<file path="src/rtl/crc_pkg.sv">
// Shared types, standard CRC presets and the bit-reflection helper for the parallel CRC engine.
package crc_pkg;

    typedef enum logic [1:0] {
        ST_IDLE  = 2'd0,
        ST_ACCUM = 2'd1,
        ST_HOLD  = 2'd2
    } crc_state_e;

    typedef struct packed {
        logic [31:0] poly;
        logic [31:0] init;
        logic        refin;
        logic        refout;
        logic [31:0] xorout;
        logic [31:0] residue;
    } crc_preset_t;

    // Residue is the register after output reflection, before the final XOR.
    localparam crc_preset_t CRC16_CCITT_FALSE = '{poly: 32'h0000_1021, init: 32'h0000_FFFF,
        refin: 1'b0, refout: 1'b0, xorout: 32'h0000_0000, residue: 32'h0000_0000};
    localparam crc_preset_t CRC16_ARC = '{poly: 32'h0000_8005, init: 32'h0000_0000,
        refin: 1'b1, refout: 1'b1, xorout: 32'h0000_0000, residue: 32'h0000_0000};
    localparam crc_preset_t CRC16_MODBUS = '{poly: 32'h0000_8005, init: 32'h0000_FFFF,
        refin: 1'b1, refout: 1'b1, xorout: 32'h0000_0000, residue: 32'h0000_0000};
    localparam crc_preset_t CRC32_ETH = '{poly: 32'h04C1_1DB7, init: 32'hFFFF_FFFF,
        refin: 1'b1, refout: 1'b1, xorout: 32'hFFFF_FFFF, residue: 32'hDEBB_20E3};

    // Reverse the low w bits of v; bits at and above w come back zero.
    function automatic logic [31:0] reflect(input logic [31:0] v, input int w);
        logic [31:0] r;
        r = {<<{v}};
        return r >> (32 - w);
    endfunction

endpackage

</file>
<file path="src/rtl/crc_byte_step.sv">
// Combinational single-byte CRC update: MSB-first, shift-left register with POLY feedback.
module crc_byte_step
    import crc_pkg::*;
#(
    parameter int                   CRC_WIDTH = 16,
    parameter logic [CRC_WIDTH-1:0] POLY      = 16'h1021,
    parameter bit                   REFIN     = 1'b0
) (
    input  logic [CRC_WIDTH-1:0] i_crc,
    input  logic [7:0]           i_byte,
    output logic [CRC_WIDTH-1:0] o_crc
);

    logic [7:0]           w_byte;
    logic [CRC_WIDTH-1:0] w_crc;

    // Fold the byte into the top of the register, then run eight feedback shifts.
    always_comb begin
        w_byte = REFIN ? 8'(reflect(32'(i_byte), 8)) : i_byte;
        w_crc  = i_crc ^ (CRC_WIDTH'(w_byte) << (CRC_WIDTH - 8));
        for (int b = 0; b < 8; b++) begin
            if (w_crc[CRC_WIDTH-1]) begin
                w_crc = (w_crc << 1) ^ POLY;
            end else begin
                w_crc = w_crc << 1;
            end
        end
        o_crc = w_crc;
    end

endmodule

</file>
<file path="src/rtl/crc_parallel_engine.sv">
// Parallel CRC engine: a chain of NB byte steps per beat, framed valid/ready input,
// result held until taken, plus a residue check for frames that carry their own CRC.
module crc_parallel_engine
    import crc_pkg::*;
#(
    parameter int                   CRC_WIDTH  = 16,
    parameter logic [CRC_WIDTH-1:0] POLY       = 16'h1021,
    parameter logic [CRC_WIDTH-1:0] INIT       = 16'hFFFF,
    parameter bit                   REFIN      = 1'b0,
    parameter bit                   REFOUT     = 1'b0,
    parameter logic [CRC_WIDTH-1:0] XOROUT     = 16'h0000,
    parameter logic [CRC_WIDTH-1:0] RESIDUE    = 16'h0000,
    parameter int                   DATA_WIDTH = 8,
    localparam int                  NB         = DATA_WIDTH / 8,
    localparam int                  NBW        = $clog2(NB + 1)
) (
    input  logic                  clk,
    input  logic                  rst,
    input  logic                  in_valid,
    output logic                  in_ready,
    input  logic [DATA_WIDTH-1:0] in_data,
    input  logic                  in_sof,
    input  logic                  in_eof,
    input  logic [NBW-1:0]        in_nbytes,
    output logic [CRC_WIDTH-1:0]  crc_state,
    output logic                  out_valid,
    input  logic                  out_ready,
    output logic [CRC_WIDTH-1:0]  crc_out,
    output logic                  crc_ok
);

    localparam logic [NBW-1:0] NB_W = NBW'(NB);

    crc_state_e           r_state;
    crc_state_e           w_state_nxt;
    logic [CRC_WIDTH-1:0] r_crc;
    logic [CRC_WIDTH-1:0] r_crc_out;
    logic                 r_crc_ok;
    logic [CRC_WIDTH-1:0] w_tap [NB+1];
    logic [NBW-1:0]       w_k;
    logic [CRC_WIDTH-1:0] w_next;
    logic [CRC_WIDTH-1:0] w_refl;
    logic                 w_accept;
    logic                 w_update;

    // A sof beat always starts from INIT, which also covers a restart in the middle of a frame.
    assign w_tap[0] = in_sof ? INIT : r_crc;

    for (genvar i = 0; i < NB; i++) begin : g_step
        crc_byte_step #(
            .CRC_WIDTH (CRC_WIDTH),
            .POLY      (POLY),
            .REFIN     (REFIN)
        ) u_step (
            .i_crc  (w_tap[i]),
            .i_byte (in_data[8*i +: 8]),
            .o_crc  (w_tap[i+1])
        );
    end

    assign w_accept = in_valid && in_ready;
    assign w_update = w_accept && ((r_state == ST_ACCUM) || in_sof);

    // Pick the tap after the last valid byte; out-of-range byte counts mean a full beat.
    always_comb begin
        if (in_eof && (in_nbytes != '0) && (in_nbytes <= NB_W)) begin
            w_k = in_nbytes;
        end else begin
            w_k = NB_W;
        end
        w_next = w_tap[w_k];
        w_refl = REFOUT ? CRC_WIDTH'(reflect(32'(w_next), CRC_WIDTH)) : w_next;
    end

    // State register.
    always_ff @(posedge clk) begin
        if (rst) begin
            r_state <= ST_IDLE;
        end else begin
            r_state <= w_state_nxt;
        end
    end

    // Next-state logic.
    always_comb begin
        w_state_nxt = r_state;
        case (r_state)
            ST_IDLE: begin
                if (w_accept && in_sof) begin
                    w_state_nxt = in_eof ? ST_HOLD : ST_ACCUM;
                end else begin
                    w_state_nxt = ST_IDLE;
                end
            end
            ST_ACCUM: begin
                if (w_accept && in_eof) begin
                    w_state_nxt = ST_HOLD;
                end else begin
                    w_state_nxt = ST_ACCUM;
                end
            end
            ST_HOLD: begin
                if (out_ready) begin
                    w_state_nxt = ST_IDLE;
                end else begin
                    w_state_nxt = ST_HOLD;
                end
            end
            default: w_state_nxt = ST_IDLE;
        endcase
    end

    // Outputs decoded from the state and the held result registers.
    always_comb begin
        in_ready  = (r_state != ST_HOLD);
        out_valid = (r_state == ST_HOLD);
        crc_ok    = r_crc_ok && (r_state == ST_HOLD);
        crc_out   = r_crc_out;
        crc_state = r_crc;
    end

    // Running register and result capture on the eof beat.
    always_ff @(posedge clk) begin
        if (rst) begin
            r_crc     <= INIT;
            r_crc_out <= '0;
            r_crc_ok  <= 1'b0;
        end else if (w_update) begin
            r_crc <= w_next;
            if (in_eof) begin
                r_crc_out <= w_refl ^ XOROUT;
                r_crc_ok  <= (w_refl == RESIDUE);
            end else begin
                r_crc_out <= r_crc_out;
                r_crc_ok  <= r_crc_ok;
            end
        end else if ((r_state == ST_HOLD) && out_ready) begin
            r_crc     <= INIT;
            r_crc_out <= r_crc_out;
            r_crc_ok  <= r_crc_ok;
        end else begin
            r_crc     <= r_crc;
            r_crc_out <= r_crc_out;
            r_crc_ok  <= r_crc_ok;
        end
    end

endmodule

</file>
<file path="config.mk">
export PLATFORM = sky130hd
export DESIGN_NAME = crc_parallel_engine
export DESIGN_NICKNAME = d
export VERILOG_FILES = /design/src/rtl/crc_pkg.sv /design/src/rtl/crc_byte_step.sv /design/src/rtl/crc_parallel_engine.sv
export SDC_FILE = /design/constraint.sdc
export NUM_CORES = 1
export LEC_CHECK = 0
export BUFFER_PORTS_ARGS = -buffer_cell sky130_fd_sc_hd__buf_2
export CAP_MARGIN = 5
export CORE_UTILIZATION = 52
export CTS_CLUSTER_SIZE = 30
export DETAILED_ROUTE_END_ITERATION = 10
export PLACE_DENSITY = 0.87
export SYNTH_ARGS = -nofsm -noshare
export SYNTH_HDL_FRONTEND = slang
export SYNTH_SLANG_ARGS = --single-unit
</file>
<file path="constraint.sdc">
create_clock -name clk -period 2.45 [get_ports clk]
set_clock_uncertainty 0.05 [all_clocks]
set_input_delay 0 -clock clk [delete_from_list [all_inputs] [get_ports clk]]
set_output_delay 0 -clock clk [all_outputs]
set_load 0.02 [all_outputs]
</file>
==> results of run 1 <==
==> synthesized netlist by cell type, types with 3 or more instances <==
cell | number | share of area
nor2_1 | 37 | 0.071
dfxtp_1 | 35 | 0.36
xnor2_1 | 25 | 0.11
nand2b_1 | 21 | 0.067
nand2_1 | 20 | 0.038
o22ai_1 | 16 | 0.051
buf_2 | 11 | 0.028
xor2_1 | 11 | 0.049
nor3_1 | 10 | 0.026
a21oi_1 | 9 | 0.023
clkbuf_1 | 8 | 0.015
mux2i_1 | 5 | 0.026
o21ai_0 | 4 | 0.010
and2_1 | 3 | 0.0096
==> through the flow <==
step           power (mW)  setup WS, ns  utilization  cells  hold slack, ns
2_1_floorplan        1.02         0.560            -    239          0.0651
3_3_place_gp         1.12         0.566        0.630    317           0.184
3_5_place_dp         1.14         0.507        0.630    317           0.190
4_1_cts              1.54         0.489        0.663    328          0.0721
5_1_grt              1.62         0.363        0.663    328          0.0979
6_report             1.54         0.491        0.663    328          0.0734
==> per-layer routing <==
metal  share of wire  track usage
met5               0            0
met4           0.015        0.131
met1            0.43        0.295
met3           0.069       0.0652
met2            0.49        0.425
==> cell type report <==
cell class	instances	area (um^2)	share of cell area
Multi-Input combinational cell	184	1160	0.505
Sequential cell	35	701	0.305
Timing Repair Buffer	54	293	0.127
Clock buffer	5	68.8	0.0299
Tap cell	46	57.6	0.0250
Clock inverter	3	15.0	0.00653
Inverter	1	3.75	0.00163
==> cells by family (layout without fill, tap and decap cells) <==
kind of cell    count (synthesis)  after routing  share of synthesized area
simple gates                  103            103                      0.255
xor+xnor                       39             39                      0.192
compound gates                 37             37                      0.123
flops                          35             35                      0.359
buf+inv                        20             63                     0.0455
mux                             5              5                     0.0257
==> power breakdown <==
| group | internal (mW) | switching [mW] | leakage [nW] |
|---|---|---|---|
| combinational | 0.193 | 0.282 | 0.616 |
| clock | 0.194 | 0.211 | 0.0477 |
| sequential | 0.612 | 0.0464 | 0.287 |
==> final timing paths <==
kind	endpoint	slack, ns	depth (start not counted)
max	r_crc_ok	0.49	6
min	r_state[1]	0.07	4
max reg2reg	r_crc_ok	0.49	6
min reg2reg	crc_out[2]	0.41	2
==> sequential cells by signal, summed over array words and instances, names as in the netlist <==
signal     count
crc_out       16
crc_state     16
r_crc_ok       1
r_state        2
==> repair_timing <==
item	4_1_cts	5_1_grt
hold buffers	3	0
endpoints found under the hold margin	2	0
setup endpoints to repair	0	0
resized for setup	0	0
==> worst max-delay path: cells and delay by family, from the launching register on <==
family / cells / cell delay (ns)
mux: 1 / 0.14
xor+xnor: 2 / 0.33
compound gates: 2 / 0.54
flops: 1 / 0.58
simple gates: 1 / 0.27
==> results.ini, run 1 <==
[pwr]
vdd_drop_max_mv = 0.369
leakage_nw = 0.950
pwr_density_cell_nw_per_um2 = 669

[synth]
yosys_warnings = 0
synth_edf_count = 0
seq_area_frac_synth = 0.359
ys.flop_type = dfxtp_1
syn-num-nets = 254
synth_area_per_cell_um2 = 8.16
synthCells = 239
async_flop_share = 0
synthesis.area_um2 = 1950
synth_cell_types = 33
synth_seq_cells = 35

[setup_path]
crit_type = reg2reg
startpoint_type = flip-flop
cp_data_required_time_ns = 2.64
crit_start = crc_state[12]
regToRegStartpoint = crc_state[12]
crit_path_max_incr_delay_ns = 0.58
worstPathCellList = xnor2_2, nor2_1, xnor2_4, mux2i_1, a2111oi_2, a31o_1
cp_slowest_cell = dfxtp_1
worstPathArrival_ns = 2.15
cp-end-kind = flip-flop
crit_fanout = 10

[cts]
cts.sinks = 35
tritoncts = built
cts-root-buf = clkbuf_8
cts_buffers = 5
clk_pin_slew_worst_paths_ns = 0.07
postCtsSetupBuffers = 0
clk_path_buf_depth = 2
h-tree-depth = 2
clkLatencyLatePin_ns = 0.29

[sta]
finalCritPeriodShare = 0.800
rsz0062_at_grt = no
slew-limit-headroom = 0.599
slew_viol_final = 0
fmax_mhz = 510
final.min_clock_period_ns = 1.96
finalSetupViolations = 0
tns_ns = 0
hold_viol = 0
worstMarginPinSlew_ns = 0.600

[finish]
final_nets = 296
fin_area_um2 = 2300
mostFrequentLayoutCell = buf_2
fillers = 304
drive_gt1_frac = 0.227
syn_to_final_growth_pct = 17.9
final_cell_mix = buf_2 (48), nor2_1 (37), dfxtp_1 (35), xnor2_1 (25), nand2b_1 (21)
n_antenna_cell = 0

[global_route]
antenna_found_initial = 0
grt_pass1_wl_um = 7730
grt_usage = 0.253
grt_overflow = 0
grt_start_max_net_pins = 37
grt_pass1_vias = 1713

[die]
coreArea_um2 = 3470
rows = 21
dieArea_um2 = 4000
start_util = 0.562
die_h_um = 63.2
die_w_um = 63.2
ios = 50

[routing]
drc_errors = 0
wl_per_cell_um = 14.2
drt-initial-drc-count = 89
drtAntennaViolNets = 0
vias = 1784
wirelength_um = 4650
vias_per_cell = 5.44
drtPass1Iterations = 4

[placed_design]
dp_hpwl_um = 3300
placed_area_um2 = 2190
io_buffers = 48
place_congestion = 0.945

[worst_hold_path]
min_from = in_valid
worst_hold_path_type = in2reg

[run]
maxCapViolCount = 0

[run_status]
status = completed

Note: power is estimated with default switching activity, not from simulation.
==> run 2: changes to the inputs <==
Clock period 2.45 ns to 1.9 ns, I/O delays scaled along.
==> results.ini, run 2 (synthesis gave the netlist of run 1 again) <==
[setup_path]
cp-end-kind = flip-flop
critPathTopFamily = XOR/XNOR gates
crit_fanout = 3  ; -7
crit_path_max_incr_delay_ns = 0.35  ; -0.23 ns
crit_start = crc_state[11]
crit_buf_inv = 0  ; unchanged
regToRegStartpoint = crc_state[11]
worstPathArrival_ns = 1.94  ; -0.21 ns
cp_slowest_cell = dfxtp_1
worstPathCellList = xnor2_1, nor2_1, xnor2_1, nor4_1, and4_1, a31o_1
startpoint_type = flip-flop
crit_type = reg2reg
cp_common_cell = xnor2_1
cp_data_required_time_ns = 2.04  ; -0.60 ns

[sta]
final.min_clock_period_ns = 1.80  ; -0.160 ns
fmax_mhz = 556  ; +8.9%
rsz0062_at_grt = no
hold_viol = 0  ; unchanged
worst_slack_ns = 0.101  ; -0.390 ns
finalSetupViolations = 0  ; unchanged
worstMarginPinSlew_ns = 0.574  ; -0.0265 ns
finalCritPeriodShare = 0.947  ; +0.147
tns_ns = 0  ; unchanged
slew-limit-headroom = 0.618  ; +0.0186
slew_viol_final = 0  ; unchanged

[pwr]
p_comb_frac = 0.326  ; +0.017
p_sw_mw = 0.702  ; +30%
p_sw_frac = 0.348  ; -0.00285
vdd_drop_max_mv = 0.554  ; +50%
p_int_mw = 1.32  ; +32%
pwr_density_cell_nw_per_um2 = 858  ; +28%
pwr-share-seq = 0.414  ; -0.014
clkPwrFrac = 0.260  ; -0.004
leakage_nw = 0.975  ; +2.7%

[die]
coreArea_um2 = 3470  ; unchanged
dieArea_um2 = 4000  ; unchanged
ios = 50  ; unchanged
die_h_um = 63.2  ; unchanged
start_util = 0.562  ; unchanged
die_w_um = 63.2  ; unchanged
rows = 21  ; unchanged

[cts]
clkLatencyLatePin_ns = 0.29  ; about the same
tritoncts = built
clk_pin_slew_worst_paths_ns = 0.07  ; about the same
h-tree-depth = 2  ; unchanged
cts-root-buf = clkbuf_8
clk_path_buf_depth = 2  ; unchanged
cts.sinks = 35  ; unchanged
postCtsSetupBuffers = 0  ; unchanged
cts_buffers = 5  ; unchanged

[routing]
drt-initial-drc-count = 148  ; +66%
wl_per_cell_um = 14.3  ; +0.73%
drtAntennaViolNets = 0  ; unchanged
drc_errors = 0  ; unchanged
wirelength_um = 4790  ; +2.9%
drtPass1Iterations = 4  ; unchanged
vias_per_cell = 5.42  ; -0.33%
vias = 1816  ; +1.8%

[placed_design]
io_buffers = 48  ; unchanged
post-place-ws_ns = 0.131  ; -0.376 ns
dp_hpwl_um = 3360  ; +1.8%
dp.cells = 324  ; +2.2%
place_congestion = 0.901  ; -4.6%

[finish]
mostFrequentLayoutCell = buf_2
utilization = 0.679  ; +0.0159
n_antenna_cell = 0  ; unchanged
finalNonFillerCells = 335  ; +2.1%
final_nets = 303  ; +2.4%
syn_to_final_growth_pct = 20.7
drive_gt1_frac = 0.246  ; +0.0187
final_cell_mix = buf_2 (48), nor2_1 (37), dfxtp_1 (34), xnor2_1 (25), nand2b_1 (21)
fillers = 289  ; -4.9%

[global_route]
grt_pass1_wl_um = 7850  ; +1.5%
antenna_found_initial = 0  ; unchanged
grt_pass1_vias = 1688  ; -1.5%
grt_usage = 0.252  ; -0.000668
grt_overflow = 0  ; unchanged
grt_start_max_net_pins = 37  ; unchanged

[worst_hold_path]
min_from = in_valid
worst_hold_path_type = in2reg

[run]
maxCapViolCount = 0  ; unchanged

[run_status]
status = completed

run 2: area by class of cell:
class	count	area, um^2	share of cell area
clock buffers	6	72.6	0.0308
clock inverters	2	12.5	0.00531
inverters	1	3.75	0.00159
multi-input cells	184	1160	0.493
flip-flops and latches	35	702	0.298
well taps	46	57.6	0.0244
repair buffers	61	345	0.147
run 2: through the flow:
step           area, um^2  power, mW  hold WS [ns]
3_5_place_dp         2240       1.49         0.199
3_3_place_gp         2240       1.48         0.185
2_1_floorplan        1950       1.31        0.0651
6_report             2350       2.02        0.0962
5_1_grt              2350       2.13         0.133
4_1_cts              2350       2.02        0.0918
run 2: layer usage:
layer  vias up  GRT usage  part of all wire
met3         9     0.0507             0.078
li1        893          -                 -
met5         -          0                 0
met4         0      0.105             0.023
met2        74      0.398              0.48
met1       840      0.334              0.42
run 2: path summary, 6_finish.rpt:
check	endpoint	slack (ns)	depth (start not counted)
hold / removal	r_state[1]	0.1	4
setup / recovery	r_crc_ok	0.10	6
hold reg to reg	crc_out[12]	0.40	2
setup reg to reg	r_crc_ok	0.10	6
run 2: power by group through the flow:
| stage | clock, mW | combinational (mW) | sequential [mW] |
|---|---|---|---|
| final | 0.526 | 0.659 | 0.836 |
| after global routing | 0.574 | 0.708 | 0.843 |
| after detailed placement | 0 | 0.643 | 0.851 |
| after CTS | 0.531 | 0.654 | 0.834 |
| after global placement | 0 | 0.628 | 0.849 |
| after floorplan | 0 | 0.408 | 0.904 |
run 2: timing repair:
item                                   CTS  global route
hold buffers                             3             0
resized for setup                        0             1
setup endpoints to repair                0             2
endpoints found under the hold margin    2             0
run 2: tightest hold or removal path: cells and delay by family:
kind | cells | cell delay [ns]
AO/OA/AOI/OAI | 1 | 0.14
buffers and inverters | 1 | 0.13
AND/OR/NAND/NOR | 2 | 0.12
==> run 3: changes to the inputs <==
Settings changed: PLACE_DENSITY 0.87 to 0.79.
==> results.ini, run 3 (synthesis gave the netlist of run 1 again) <==
[finish]
final_cell_mix = buf_2 (48), nor2_1 (37), dfxtp_1 (35), xnor2_1 (23), nand2b_1 (21)
utilization = 0.687  ; +0.00794
drive_gt1_frac = 0.252  ; +0.00605
final_nets = 304  ; +0.33%
fillers = 312  ; +8.0%
n_antenna_cell = 0  ; unchanged
fin_area_um2 = 2380  ; +1.2%
multi_input_area_um2 = 1180  ; +1.3%
seqCellArea_um2 = 701  ; -0.18%
syn_to_final_growth_pct = 22.1
mostFrequentLayoutCell = buf_2

[routing]
route.met2.wl_um = 2230  ; -2.0%
drt-initial-drc-count = 115  ; -22%
wirelength_um = 4670  ; -2.5%
vias = 1777  ; -2.1%
drtPass1Iterations = 4  ; unchanged
wl_per_cell_um = 13.9  ; -2.8%
drt-met1-wl_um = 2120  ; +4.4%
wl_met3_um = 256  ; -32%
vias_per_cell = 5.29  ; -2.4%
highest_layer = met4
drc_errors = 0  ; unchanged
drtAntennaViolNets = 0  ; unchanged

[cts]
clk_path_buf_depth = 2  ; unchanged
cts.sinks = 35  ; unchanged
tritoncts = built
clk_pin_slew_worst_paths_ns = 0.08  ; about the same
cts_buffers = 5  ; unchanged
cts-root-buf = clkbuf_8
clkLatencyLatePin_ns = 0.29  ; about the same
h-tree-depth = 2  ; unchanged

[global_route]
grt_pass1_wl_um = 7860  ; about the same
grt_overflow = 0  ; unchanged
antenna_found_initial = 0  ; unchanged
grt_usage = 0.250  ; -0.00210
grt_pass1_vias = 1668  ; -1.2%
grt_start_max_net_pins = 28  ; -24%

[die]
start_util = 0.562  ; unchanged
die_h_um = 63.2  ; unchanged
ios = 50  ; unchanged
dieArea_um2 = 4000  ; unchanged
coreArea_um2 = 3470  ; unchanged
die_w_um = 63.2  ; unchanged
rows = 21  ; unchanged

[pwr]
p_total_mw = 2.03  ; +0.24%
vdd_drop_max_mv = 0.484  ; -13%
leakage_nw = 0.989  ; +1.4%
pwr_density_cell_nw_per_um2 = 850  ; -0.92%

[placed_design]
post-place-ws_ns = 0.123  ; -0.00888 ns
dp_hpwl_um = 3360  ; -0.11%
placed_area_um2 = 2240  ; unchanged
place_congestion = 0.821  ; -8.9%
io_buffers = 48  ; unchanged

[setup_path]
cp_slowest_cell = dfxtp_1
crit_path_max_incr_delay_ns = 0.47  ; +0.12 ns
worstPathArrival_ns = 1.95  ; about the same
startpoint_type = flip-flop
crit_type = reg2reg
cp_data_required_time_ns = 2.04  ; about the same
cp_common_cell = xnor2_1
crit_buf_inv = 0  ; unchanged
crit_fanout = 5  ; +2
critPathTopFamily = XOR/XNOR gates
cp-end-kind = flip-flop
worstPathCellList = xnor2_1, nor2_1, xnor2_1, nor4_1, and4_1, a31o_1

[sta]
worstMarginPinSlew_ns = 0.474  ; -0.0992 ns
worst_slack_ns = 0.0881  ; -0.0129 ns
slew-limit-headroom = 0.682  ; +0.0639
tns_ns = 0  ; unchanged
slew_viol_final = 0  ; unchanged
finalSetupViolations = 0  ; unchanged
rsz0062_at_grt = no
fmax_mhz = 552  ; -0.71%
hold_viol = 0  ; unchanged
finalCritPeriodShare = 0.954  ; +0.00678
final.min_clock_period_ns = 1.81  ; +0.0129 ns

[run_status]
status = completed

[run]
maxCapViolCount = 0  ; unchanged

[worst_hold_path]
worst_hold_path_type = in2reg

## run 3: area by class of cell
cell class,count,area share
Clock buffer,5,0.0289
Multi-Input combinational cell,184,0.494
Clock inverter,3,0.00840
Tap cell,46,0.0242
Sequential cell,35,0.294
Inverter,1,0.00158
Timing Repair Buffer,62,0.149
## run 3: per-stage QoR
stage | std cells | hold WS [ns]
2_1_floorplan | 239 | 0.0651
3_3_place_gp | 324 | 0.188
3_5_place_dp | 324 | 0.212
4_1_cts | 336 | 0.0857
5_1_grt | 336 | 0.106
6_report | 336 | 0.0831
## run 3: report_power, final
part / total [mW] / switching, mW / internal, mW
Sequential: 0.836 / 0.0475 / 0.788
Combinational: 0.653 / 0.381 / 0.273
Clock: 0.536 / 0.282 / 0.255
Total: 2.03 / 0.710 / 1.32
## run 3: path summary, 6_finish.rpt
check,end,startpoint,slack (ns),cells after the start
max,r_crc_ok,crc_state[14],0.09,6
min,r_state[1],in_valid,0.08,4
max reg2reg,r_crc_ok,crc_state[14],0.09,6
min reg2reg,crc_out[12],crc_out[12],0.40,2
## run 3: repair_timing
item                                   in CTS  in global routing
hold buffers                                4                  0
setup endpoints to repair                   0                  1
endpoints found under the hold margin       6                  0
buffers inserted                            0                  0
resized for setup                           0                  2
## run 3: worst reg2reg max path, cell delays in order, from the launching register on
cell and delay, ns:
dfxtp_1 0.47, xnor2_1 0.19, nor2_1 0.08, xnor2_1 0.42
nor4_1 0.10, and4_1 0.21, a31o_1 0.20
## run 3: metal layers
layer,track usage,vias up
li1,-,895
met1,0.328,812
met2,0.419,62
met3,0.0435,8
met4,0.0710,0
met5,0,-
